**src/rtl/lsu_axi_ctrl_pkg.sv**
```systemverilog
// Shared constants, state encoding and types for the LSU memory-access stage.
package lsu_pkg;

   localparam int LSU_DATA_W = 32;

   localparam logic [2:0] F3_B  = 3'b000;
   localparam logic [2:0] F3_H  = 3'b001;
   localparam logic [2:0] F3_W  = 3'b010;
   localparam logic [2:0] F3_BU = 3'b100;
   localparam logic [2:0] F3_HU = 3'b101;

   localparam logic [1:0] AXI_RESP_OKAY = 2'b00;

   localparam logic [2:0] ST_IDLE = 3'd0;
   localparam logic [2:0] ST_AR   = 3'd1;
   localparam logic [2:0] ST_R    = 3'd2;
   localparam logic [2:0] ST_AWW  = 3'd3;
   localparam logic [2:0] ST_B    = 3'd4;
   localparam logic [2:0] ST_RESP = 3'd5;

   typedef struct packed {
      logic [LSU_DATA_W-1:0] rdata;
      logic [1:0]            low2addr;
      logic [2:0]            func3;
      logic                  err;
   } lsu_resp_t;

   // Illegal func3 for the access direction, or an access that straddles its natural alignment.
   function automatic logic req_bad(input logic wen, input logic [2:0] f3, input logic [1:0] low2);
      logic illegal;
      logic misal;
      if (wen) illegal = !(f3 == F3_B || f3 == F3_H || f3 == F3_W);
      else     illegal = (f3 == 3'b011 || f3 == 3'b110 || f3 == 3'b111);
      misal = ((f3[1:0] == 2'b01) && low2[0]) || ((f3[1:0] == 2'b10) && (low2 != 2'b00));
      return illegal | misal;
   endfunction

endpackage

```
**src/rtl/lsu_store_align.sv**
```systemverilog
// Store lane steering: shifts right-aligned store data into its byte lanes and builds the strobe.
module lsu_store_align
   import lsu_pkg::*;
#(
   parameter int DATA_W = 32
) (
   input  logic [2:0]          func3,
   input  logic [1:0]          low2addr,
   input  logic [DATA_W-1:0]   wdata_in,
   output logic [DATA_W-1:0]   wdata_out,
   output logic [DATA_W/8-1:0] wstrb
);

   assign wdata_out = wdata_in << {low2addr, 3'b000};

   always_comb begin
      wstrb = 4'b1111;
      case (func3[1:0])
         F3_B[1:0]: wstrb = 4'b0001 << low2addr;
         F3_H[1:0]: wstrb = 4'b0011 << low2addr;
         default:   wstrb = 4'b1111;
      endcase
   end

endmodule

```
**src/rtl/lsu_axi_ctrl.sv**
```systemverilog
// LSU memory-access stage: runs one load/store at a time as an AXI4-Lite master transaction.
module lsu_axi_ctrl
   import lsu_pkg::*;
#(
   parameter int ADDR_W = 32,
   parameter int DATA_W = 32
) (
   input  logic                clk,
   input  logic                rst_n,
   input  logic                req_valid,
   output logic                req_ready,
   input  logic                req_wen,
   input  logic [ADDR_W-1:0]   req_addr,
   input  logic [DATA_W-1:0]   req_wdata,
   input  logic [2:0]          req_func3,
   output logic                resp_valid,
   input  logic                resp_ready,
   output logic [DATA_W-1:0]   resp_rdata,
   output logic [1:0]          resp_low2addr,
   output logic [2:0]          resp_func3,
   output logic                resp_err,
   output logic [ADDR_W-1:0]   araddr,
   output logic                arvalid,
   input  logic                arready,
   input  logic [DATA_W-1:0]   rdata,
   input  logic [1:0]          rresp,
   input  logic                rvalid,
   output logic                rready,
   output logic [ADDR_W-1:0]   awaddr,
   output logic                awvalid,
   input  logic                awready,
   output logic [DATA_W-1:0]   wdata,
   output logic [DATA_W/8-1:0] wstrb,
   output logic                wvalid,
   input  logic                wready,
   input  logic [1:0]          bresp,
   input  logic                bvalid,
   output logic                bready
);

   logic [2:0]        state;
   logic [ADDR_W-1:0] addr_q;
   logic [DATA_W-1:0] wdata_q;
   logic [2:0]        func3_q;
   logic              aw_done, w_done;
   logic              aw_done_nxt, w_done_nxt;
   lsu_resp_t         resp_q;
   logic              bad;

   assign bad = req_bad(req_wen, req_func3, req_addr[1:0]);

   // All handshake outputs decode straight from registered state, so they never glitch or drop early.
   assign req_ready  = (state == ST_IDLE);
   assign arvalid    = (state == ST_AR);
   assign rready     = (state == ST_R);
   assign awvalid    = (state == ST_AWW) && !aw_done;
   assign wvalid     = (state == ST_AWW) && !w_done;
   assign bready     = (state == ST_B);
   assign resp_valid = (state == ST_RESP);

   assign araddr = {addr_q[ADDR_W-1:2], 2'b00};
   assign awaddr = {addr_q[ADDR_W-1:2], 2'b00};

   assign resp_rdata    = resp_q.rdata;
   assign resp_low2addr = resp_q.low2addr;
   assign resp_func3    = resp_q.func3;
   assign resp_err      = resp_q.err;

   assign aw_done_nxt = aw_done | (awvalid & awready);
   assign w_done_nxt  = w_done  | (wvalid  & wready);

   lsu_store_align #(.DATA_W(DATA_W)) u_align (
      .func3     (func3_q),
      .low2addr  (addr_q[1:0]),
      .wdata_in  (wdata_q),
      .wdata_out (wdata),
      .wstrb     (wstrb)
   );

   always_ff @(posedge clk or negedge rst_n) begin
      if (!rst_n) begin
         state   <= ST_IDLE;
         addr_q  <= '0;
         wdata_q <= '0;
         func3_q <= '0;
         aw_done <= 1'b0;
         w_done  <= 1'b0;
         resp_q  <= '0;
      end else begin
         case (state)
            ST_IDLE: begin
               if (req_valid) begin
                  addr_q          <= req_addr;
                  wdata_q         <= req_wdata;
                  func3_q         <= req_func3;
                  aw_done         <= 1'b0;
                  w_done          <= 1'b0;
                  resp_q.rdata    <= '0;
                  resp_q.low2addr <= req_addr[1:0];
                  resp_q.func3    <= req_func3;
                  resp_q.err      <= bad;
                  if (bad)          state <= ST_RESP;
                  else if (req_wen) state <= ST_AWW;
                  else              state <= ST_AR;
               end
            end
            ST_AR: if (arready) state <= ST_R;
            ST_R: begin
               if (rvalid) begin
                  resp_q.rdata <= rdata;
                  resp_q.err   <= (rresp != AXI_RESP_OKAY);
                  state        <= ST_RESP;
               end
            end
            ST_AWW: begin
               // AW and W complete independently, possibly in the same cycle.
               aw_done <= aw_done_nxt;
               w_done  <= w_done_nxt;
               if (aw_done_nxt && w_done_nxt) state <= ST_B;
            end
            ST_B: begin
               if (bvalid) begin
                  resp_q.rdata <= '0;
                  resp_q.err   <= (bresp != AXI_RESP_OKAY);
                  state        <= ST_RESP;
               end
            end
            ST_RESP: if (resp_ready) state <= ST_IDLE;
            default: state <= ST_IDLE;
         endcase
      end
   end

endmodule

```
**config.mk**
```make
export PLATFORM = sky130hd
export DESIGN_NAME = lsu_axi_ctrl
export DESIGN_NICKNAME = d
export VERILOG_FILES = /design/src/rtl/lsu_axi_ctrl_pkg.sv /design/src/rtl/lsu_store_align.sv /design/src/rtl/lsu_axi_ctrl.sv
export SDC_FILE = /design/constraint.sdc
export NUM_CORES = 1
export LEC_CHECK = 0
export BUFFER_PORTS_ARGS = -buffer_cell sky130_fd_sc_hd__clkbuf_2
export CORE_ASPECT_RATIO = 1.75
export CORE_MARGIN = 1
export CORE_UTILIZATION = 42
export DETAILED_ROUTE_END_ITERATION = 6
export PLACE_DENSITY = 0.75
export SETUP_SLACK_MARGIN = 0.02
export SLEW_MARGIN = 15
export SYNTH_ARGS = -nofsm -noshare
export SYNTH_HDL_FRONTEND = slang
export SYNTH_HIERARCHICAL = 1
export SYNTH_SLANG_ARGS = --single-unit
```
**constraint.sdc**
```tcl
create_clock -name clk -period 1.6 [get_ports clk]
set_input_delay 0.24 -clock clk [delete_from_list [all_inputs] [get_ports clk]]
set_output_delay 0.24 -clock clk [all_outputs]
set_load 0.1 [all_outputs]
```
==> impl_results.rst <==
.. list-table::
   :header-rows: 1

   * - Metric
     - Value
   * - Result of the run
     - finished, violations left
   * - Violated checks
     - negative setup slack
   * - Startpoint of the tightest hold check path
     - rdata[10]
   * - Dominant combinational cell family by area after synthesis
     - multiplexers
   * - Width of the chip
     - 86.8 µm
   * - Endpoint of the worst register-to-register path
     - resp_rdata[6]$_DFFE_PN0P_
   * - Max-capacitance violation count
     - 0
   * - Area share of and/or/nand/nor cells after synthesis
     - 0.0938
   * - Shortest period the worst path allows
     - 1.93 ns
   * - Share of synthesized area spent on multiplexers
     - 0.231
   * - Root buffer selected by CTS
     - clkbuf_16
   * - Met1 layer wirelength in the final routing
     - 6740 µm
   * - Met3 Routed Length
     - 808 µm
   * - Antenna violations before repair
     - 0
   * - Post-synth top area cell
     - dfrtp_1
   * - Share of layout cells above drive strength 1
     - 0.756
   * - Die Area
     - 13100 µm²
   * - Largest net degree at the start of global routing
     - 38
   * - Remaining DRCs
     - 0
   * - Final net count
     - 848
   * - Headroom to the max-slew limit
     - 0.614
   * - Synthesized-area fraction occupied by ao, oa, aoi and oai cells
     - 0.0729
   * - Reg2reg setup slack
     - -0.25 ns
   * - Via count of the first global-routing pass
     - 4915
   * - Summed instance area of the synthesized netlist
     - 5280 µm²
   * - Area of the core
     - 12100 µm²
   * - Clock sink count
     - 105
   * - Synthesized area per cell
     - 11.8 µm²
   * - DPL Wire Length
     - 11400 µm
   * - Clock buffer depth
     - 2
   * - Leading post-synthesis cells by cell area
     - dfrtp_1 50%, mux2_4 8.5%, mux2_2 8.3%, buf_4 6.3%, mux2i_1 6.3%
   * - Highest achievable clock rate
     - 0.518 GHz
   * - Post-synthesis share of cell area spent on xor and xnor gates
     - 0
   * - Via-to-Cell Ratio
     - 5.17
   * - Area share of the largest cell type after synthesis
     - 0.497
   * - Critical-path maximum fanout
     - 12
   * - Final max-slew violation count
     - 0
   * - Most frequent cells in the layout
     - 207 x clkbuf_2, 98 x dfrtp_1, 67 x mux2_4
   * - Type of the worst setup path
     - reg2out
   * - Critical Path AT
     - 1.69 ns
   * - Least-Margin Pin Slew
     - 0.582 ns
   * - Total number of placement rows
     - 53
   * - Amount of wire on met2 after detailed routing
     - 10900 µm
   * - Final worst slack
     - -0.330 ns
   * - Number of violations reported at the end of detailed-routing iteration 0
     - 206
   * - Number of clock buffers inserted by TritonCTS
     - 9
   * - Ys Warns
     - 6
   * - Seq/Total Area, Yosys
     - 0.497
   * - Most frequent standard cell in the layout excluding fill and tap cells
     - clkbuf_2
   * - Area added between synthesis and finish
     - 80.0%
   * - Count of state elements after synthesis
     - 105
   * - Setup repair after global routing missed its margin
     - true
   * - First-pass GRT wire length
     - 27700 µm
   * - Endpoint required time on the critical path
     - 1.36 ns
   * - Antenna fix cells
     - 0
   * - Number of levels in the clock H-tree
     - 3
   * - Total global-route track usage
     - 0.285
   * - Routability-driven placement congestion ratio
     - 0.906
   * - Fillers
     - 690
   * - Final core area utilization
     - 0.784
   * - Overall via count from detail_route
     - 4672
   * - Cell area after placement
     - 7710 µm²
   * - Skew final
     - 0.0138 ns
   * - Starting density of the core
     - 0.435
   * - Distinct cell type count after synthesis
     - 44
   * - Count of TritonRoute iterations in the first routing pass
     - 4
   * - Number of hold violations in the final report
     - 0
   * - Hold Crit Class
     - in2reg
   * - Clock insertion delay at the later pin of the skew report
     - 0.34 ns
   * - Clock-pin slew on the worst setup and hold paths
     - 0.08 ns
   * - Final ANT Viol Nets
     - 0
   * - Routed WL
     - 19000 µm
   * - Final setup viols
     - 144
   * - DR top layer
     - met4
   * - Worst Hold Depth
     - 3
   * - Endpoint with the worst hold slack
     - resp_rdata[10]$_DFFE_PN0P_
   * - Setup crit end kind
     - output pin
   * - Final Cycle Share
     - 1.21
   * - Count of buffers inserted at the top-level ports
     - 253
   * - Synth Area in Adders
     - 0
   * - Ports
     - 258
   * - Final instance area
     - 9510 µm²
   * - Critical path launch point type
     - flip-flop
   * - TritonCTS clock tree
     - yes
   * - Post-placement worst setup slack
     - -0.0423 ns
   * - Chip height
     - 150 µm
   * - Worst reg2reg path startpoint
     - state[2]$_DFFE_PN0P_
   * - Drt wl/cell
     - 21.0 µm
   * - Mapped Cells
     - 447
   * - Count of cells along the worst register-to-register path
     - 8
   * - Total congestion overflow
     - 0
repair_timing:
action,in CTS,in global routing
hold buffers,1,0
gates resized for setup,153,79
setup endpoints to repair,126,147
buffers inserted,41,9
cloned,18,1
pin swaps,34,33
endpoints found under the hold margin,31,0
critical path: stages, from the launching register on:
cell and delay, ns:
dfrtp_4 0.52, buf_12 0.18, mux2i_4 0.21, mux2i_4 0.22, buf_12 0.21
routing by layer:
| layer | vias up | global-route usage |
|---|---|---|
| li1 | 2071 | - |
| met1 | 2350 | 0.321 |
| met2 | 210 | 0.533 |
| met3 | 41 | 0.0461 |
| met4 | 0 | 0.0967 |
| met5 | - | 0 |
per-stage QoR:
stage	hold WS (ns)	TNS, ns	instances
2_1_floorplan	-0.0556	-50.72	450
3_3_place_gp	0.235	0	832
3_5_place_dp	0.239	-0.603	832
4_1_cts	0.0922	-23.63	905
5_1_grt	0.114	-34.82	904
6_report	0.105	-28.39	904
synthesized netlist by cell type, drive strengths merged:
cell     count
dfrtp      105
mux2        69
nor4         2
o21bai       3
a221oi       1
nand3b       1
o2bb2ai      8
mux2i       33
and3         1
clkbuf       3
clkinv       1
a41oi        1
nor2b        3
nand3        2
a21oi        5
nand2b       1
nand2       68
nor3b        1
inv          4
conb         1
a32oi        1
a21bo        1
o22ai        1
nor2        19
or3b         2
o32ai        1
o22a         1
buf         59
and2         9
a2bb2oi      1
o21ai       35
nor3         2
a211o        1
or2          1
area by class of cell:
type                    instances  area (µm²)  area share
repair buffers                334        3140       0.330
flip-flops and latches        105        2640       0.278
clock inverters                 6        55.1     0.00579
well taps                     165         206      0.0217
inverters                       5        35.0     0.00368
multi-input cells             280        3200       0.337
clock buffers                   9         225      0.0237
worst max-delay path by stage:
| stage | cells after the start | start | endpoint | slack [ns] |
|---|---|---|---|---|
| global route | 4 | addr_q[1]$_DFFE_PN0P_ | wdata[30] | -0.36 |
| CTS | 4 | addr_q[1]$_DFFE_PN0P_ | wstrb[2] | -0.33 |
| global placement | 5 | state[1]$_DFFE_PN0P_ | resp_rdata[18]$_DFFE_PN0P_ | 0.02 |
| detailed placement | 5 | state[1]$_DFFE_PN0P_ | resp_rdata[17]$_DFFE_PN0P_ | -0.04 |
| floorplan | 6 | state[0]$_DFFE_PN0P_ | resp_func3[0]$_DFFE_PN0P_ | -0.70 |
| finish | 4 | addr_q[1]$_DFFE_PN0P_ | wdata[30] | -0.33 |
registers in the layout, summed over array words and instances, names as in the netlist:
signal	count
resp_func3	3
state	3
aw_done	1
addr_q	32
resp_rdata	32
resp_err	1
w_done	1
wdata_q	32
logic make-up (layout without fill, tap and decap cells):
kind of cell           Yosys count  after routing
and+or+nand+nor                112            114
DFF                            105            105
muxes                          102            102
buffers and inverters           67            354
AOI/OAI and AO/OA               60             60
other                            1              4
Power is not shown: default switching activity piles up to over one toggle a cycle in this logic, so the estimate is an artifact.
